### config.mk
export PLATFORM = sky130hd
export DESIGN_NAME = timer_count_core
export DESIGN_NICKNAME = d
export VERILOG_FILES = /design/src/rtl/timer_count_core.sv
export SDC_FILE = /design/constraint.sdc
export NUM_CORES = 1
export LEC_CHECK = 0
export ABC_AREA = 1
export CAP_MARGIN = 15
export CORE_AREA = 2 2 61 63
export DETAILED_ROUTE_END_ITERATION = 10
export DIE_AREA = 0 0 63 65
export PLACE_DENSITY = 0.74
export SLEW_MARGIN = 20
export SYNTH_ARGS = -nofsm -noshare
export SYNTH_HDL_FRONTEND = slang
export SYNTH_SLANG_ARGS = --single-unit
export TNS_END_PERCENT = 1
### constraint.sdc
create_clock -name clk -period 1.87 [get_ports clk]
set_clock_uncertainty 0.2 [all_clocks]
set_input_delay 0.561 -clock clk [delete_from_list [all_inputs] [get_ports clk]]
set_output_delay 0.561 -clock clk [all_outputs]
set_load 0.02 [all_outputs]
### src/rtl/timer_count_core.sv
`default_nettype none
// +--------------------------------------------------------------------------+
// | timer_count_core : 8051-style TL/TH count stage (13/16/8-bit reload)     |
// | Revision 1.0                                                             |
// +--------------------------------------------------------------------------+
module timer_count_core #(
  parameter int unsigned EDGE_COUNT = 1,
  parameter logic [7:0]  TL_RST     = 8'h00,
  parameter logic [7:0]  TH_RST     = 8'h00
) (
  input  logic       clk,
  input  logic       rst_n,
  input  logic       cnt_in,
  input  logic [1:0] mode,
  input  logic       wr_tl,
  input  logic       wr_th,
  input  logic [7:0] wr_data,
  input  logic       tf_clr,
  output logic [7:0] tl,
  output logic [7:0] th,
  output logic       tf,
  output logic       ovf
);

  localparam logic [1:0] c_MODE_13   = 2'b00;
  localparam logic [1:0] c_MODE_16   = 2'b01;
  localparam logic [1:0] c_MODE_AR8  = 2'b10;
  localparam logic [1:0] c_MODE_HOLD = 2'b11;

  logic       r_cnt_q;
  logic [7:0] r_tl;
  logic [7:0] r_th;
  logic       r_tf;
  logic       r_ovf;

  logic       w_inc;
  logic       w_adv;
  logic       w_tl_carry;
  logic [7:0] w_tl_inc;
  logic       w_th_step;
  logic       w_ovf;
  logic [7:0] w_tl_nxt;
  logic [7:0] w_th_nxt;

  always_comb begin
    w_inc      = (EDGE_COUNT != 0) ? (cnt_in & ~r_cnt_q) : cnt_in;
    // A dual-byte write replaces the whole counter, so it suppresses counting.
    w_adv      = w_inc & (mode != c_MODE_HOLD) & ~(wr_tl & wr_th);
    w_tl_carry = 1'b0;
    w_tl_inc   = r_tl;
    case (mode)
      c_MODE_13: begin
        w_tl_carry = w_adv & (r_tl[4:0] == 5'h1F);
        w_tl_inc   = {r_tl[7:5], r_tl[4:0] + 5'd1};
      end
      c_MODE_16: begin
        w_tl_carry = w_adv & (r_tl == 8'hFF);
        w_tl_inc   = r_tl + 8'd1;
      end
      c_MODE_AR8: begin
        w_tl_carry = w_adv & (r_tl == 8'hFF);
        w_tl_inc   = w_tl_carry ? r_th : (r_tl + 8'd1);
      end
      default: begin
        w_tl_carry = 1'b0;
        w_tl_inc   = r_tl;
      end
    endcase

    // Carries crossing a software-written byte are dropped, and with them any overflow.
    w_th_step = w_tl_carry & ((mode == c_MODE_13) | (mode == c_MODE_16)) & ~wr_tl & ~wr_th;
    w_ovf     = (mode == c_MODE_AR8) ? (w_tl_carry & ~wr_tl)
                                     : (w_th_step & (r_th == 8'hFF));

    w_tl_nxt = wr_tl ? wr_data : (w_adv ? w_tl_inc : r_tl);
    w_th_nxt = wr_th ? wr_data : (w_th_step ? (r_th + 8'd1) : r_th);
  end

  always_ff @(posedge clk) begin
    if (!rst_n) begin
      r_cnt_q <= 1'b0;
      r_tl    <= TL_RST;
      r_th    <= TH_RST;
      r_tf    <= 1'b0;
      r_ovf   <= 1'b0;
    end else begin
      r_cnt_q <= cnt_in;
      r_tl    <= w_tl_nxt;
      r_th    <= w_th_nxt;
      r_ovf   <= w_ovf;
      if (w_ovf) begin
        r_tf <= 1'b1;
      end else if (tf_clr) begin
        r_tf <= 1'b0;
      end
    end
  end

  assign tl  = r_tl;
  assign th  = r_th;
  assign tf  = r_tf;
  assign ovf = r_ovf;

endmodule
`default_nettype wire

==> impl_metrics.toml <==
[synthesis]
synth_compound_area_share_pct = 14.0
synth_enable_flop_cells = 0
synth-async-reset-ratio_pct = 0
multiplexer_fraction_of_the_synthesized_cell_area_pct = 0
synth_xor_area_share_pct = 5.24
synth_simple_gate_area_share_pct = 40.1
synth_flop_type = "sky130_fd_sc_hd__dfxtp_1"
synth_area_mm2 = 0.00150
synth_seq_cells = 19
synth_fa_ha_area_share_pct = 5.82
syn-num-nets = 255
syn-instance-count = 232
synth_top_family_by_area = "simple AND/OR/NAND/NOR gates"
ys_seq_area_share_pct = 25.3
number_of_distinct_standard_cells_referenced_by_the_synthesized_netlist = 32
synth.yosys.warnings = 0
synthesized_area_per_cell_um2 = 6.48

[sta]
timing.final.setup_violations = 0
max-slew-margin-rel_pct = 62.2
grt_setup_unrepaired = "yes"
report.final.hold_viol_count = 0
final-max-slew-violation-count = 0
least_margin_pin_slew_ns = 0.567
holdWs_ns = 0.289
period_needed_ns = 1.84
final_min_period_over_clock_period_pct = 98.4
max_freq_mhz = 544
fin_setup_tns_ns = 0

[die]
die_area_mm2 = 0.00410
rows = 22
die_h_um = 65
top_level_ports = 34
chipWidth_um = 63
initial_utilization_pct = 43.0
design.core.area_mm2 = 0.00350

[min_path]
worst_hold_path_type = "reg -> reg"
hold_path_startpoint = "tf$_SDFFE_PN0P_"
timing.hold.worst_path_depth = 2
hold_path_end = "tf$_SDFFE_PN0P_"

[cts]
cts_htree_levels = 1
cts_buffers = 3
numClockSinks = 19
post_cts_hold_buffer_count = 0
tritoncts = "yes"
clock_slew_at_reported_path_ffs_ns = 0.11
clk_path_buf_depth = 2
clk-insertion-delay-late_ns = 0.30
root_buffer = "sky130_fd_sc_hd__clkbuf_4"

[setup_path]
crit_required_ns = 1.85
ff2ff_path_depth = 11
rr_startpoint = "tl[6]$_SDFFE_PN0P_"
worst-path-max-fanout = 5
rrSetupSlack_ns = 0.11
worstSetupPathType = "in -> reg"
worst_flop_to_flop_path_endpoint = "th[0]$_SDFFE_PN0P_"
arrival_ns = 1.82
cp-end-kind = "register"
cp-start-kind = "primary input"

[pwr]
power.share.clock_pct = 21.3
irDropWorstVdd_mv = 0.335
comb_power_share_pct = 35.4
power-per-cell-area_mw_per_mm2 = 453
total_power_uw = 1030
seq_power_share_pct = 43.3
swShare_pct = 34.7
p_leak_uw = 0.00107
intPower_uw = 669
p_sw_uw = 356

[drt]
drc_errors = 0
drt-vias-per-instance = 4.99
num_vias = 1727
drt-total-wl_mm = 4.42
drt.antenna.violating_nets = 0
firstDrtPassIters = 4
wl_per_cell_um = 12.8
first_iter_violations = 93

[flow_run]
cap_viol_max_count = 0

[status]
run_status = "complete, no violations"

[cells_and_area]
stdcell_area_mm2 = 0.00226
area_growth_syn_to_layout_pct = 50.6
final_net_count = 322
num_antenna_cells = 0
layout.cells.most_common = "sky130_fd_sc_hd__nand2_1"
final_cell_count_no_fill = 346
final_layout_size_suffix_gt1_share_pct = 26.5
final_cell_mix = "sky130_fd_sc_hd__nand2_1, sky130_fd_sc_hd__buf_4, sky130_fd_sc_hd__inv_1"

[placement]
dpl.hpwl_mm = 3.31
place_area_mm2 = 0.00212
routabilityCongestion = 0.860
port-buffer-count = 33
cell_total_after_placement = 336

[global_routing]
first_global_vias = 1651
globalRouteMet3Util_pct = 1.74
grt_max_degree = 16
grt-ovfl-total = 0
grt_pass1_wl_mm = 7.15
use_met1_pct = 27.6
globalRoute.busiestLayer = "met2"
grt_antenna_before_repair = 0
groute.usage.overall_pct = 21.7
met2_usage_pct = 38.7
layer usage:
layer / up-vias / routed length [µm]
met5: - / 0
met4: 0 / 49
met3: 4 / 237
met2: 56 / 2210
met1: 777 / 1930
li1: 890 / -
critical path, stage by stage:
cell,delay [ns]
sky130_fd_sc_hd__clkbuf_2,0.10
sky130_fd_sc_hd__ha_2,0.18
sky130_fd_sc_hd__inv_2,0.06
sky130_fd_sc_hd__nand3_4,0.08
sky130_fd_sc_hd__nor2_8,0.22
sky130_fd_sc_hd__nand3_4,0.10
sky130_fd_sc_hd__nand2_4,0.11
sky130_fd_sc_hd__nand3_4,0.13
sky130_fd_sc_hd__buf_6,0.16
sky130_fd_sc_hd__nand3_1,0.05
sky130_fd_sc_hd__a21oi_1,0.06
registers in the layout, summed over array words and instances (netlist names):
| signal | cells |
|---|---|
| ovf | 1 |
| tf | 1 |
| tl | 8 |
| r_cnt_q | 1 |
| th | 8 |
power by group through the flow:
stage               Sequential (µW)  Clock (µW)  Combinational, µW
global placement                454           0                343
global route                    447         250                398
floorplan                       489           0                144
finish                          443         219                363
detailed placement              454           0                347
CTS                             444         230                338
final cells by class:
class                   count  area, µm²
fillers                   340       1230
multi-input cells         179       1120
repair buffers             65        553
flip-flops and latches     19        385
inverters                  31        118
well taps                  48       60.1
clock buffers               3       22.5
clock inverters             1       5.00
Yosys cell counts (5+ instances only):
cell type	count	area share (%)
sky130_fd_sc_hd__nand4_1	5	2.1
sky130_fd_sc_hd__ha_1	7	5.8
sky130_fd_sc_hd__nand2_1	65	16
sky130_fd_sc_hd__o21ai_0	12	4.0
sky130_fd_sc_hd__nor2_1	14	3.5
sky130_fd_sc_hd__xor2_1	7	4.1
sky130_fd_sc_hd__nand3_1	23	7.7
sky130_fd_sc_hd__inv_1	27	6.7
sky130_fd_sc_hd__dfxtp_1	19	25
sky130_fd_sc_hd__a21oi_1	16	5.3
timing repair:
action | CTS | global route
setup endpoints to repair | 36 | 20
setup buffers | 0 | 4
pin swaps | 4 | 6
gates resized for setup | 30 | 28
cloned | 1 | 1
stage by stage:
stage          util, %  setup slack [ns]
6_report          64.8            0.0302
5_1_grt           64.8           -0.0462
4_1_cts           61.9           -0.0449
3_5_place_dp      60.7            -0.663
3_3_place_gp      60.7            -0.634
2_1_floorplan        -          -0.00231
how the worst max path moves through the flow:
stage	startpoint	to	slack (ns)	cells past startpoint
floorplan	mode[0]	tl[5]$_SDFFE_PN0P_	-0.002	11
global placement	mode[0]	tl[2]$_SDFFE_PN0P_	-0.63	11
detailed placement	mode[0]	tl[2]$_SDFFE_PN0P_	-0.66	11
CTS	mode[0]	th[3]$_SDFFE_PN0P_	-0.04	11
global route	mode[0]	th[4]$_SDFFE_PN0P_	-0.05	11
finish	mode[0]	th[0]$_SDFFE_PN0P_	0.03	11
cells by family (layout without fill, tap and decap cells):
kind of cell    Yosys count  after routing
compound gates           38             38
xor+xnor                  9              9
fa+ha+maj                 7              7
buf+inv                  36            100
flops                    19             19
simple gates            123            125
(Power assumes the default switching activity.)
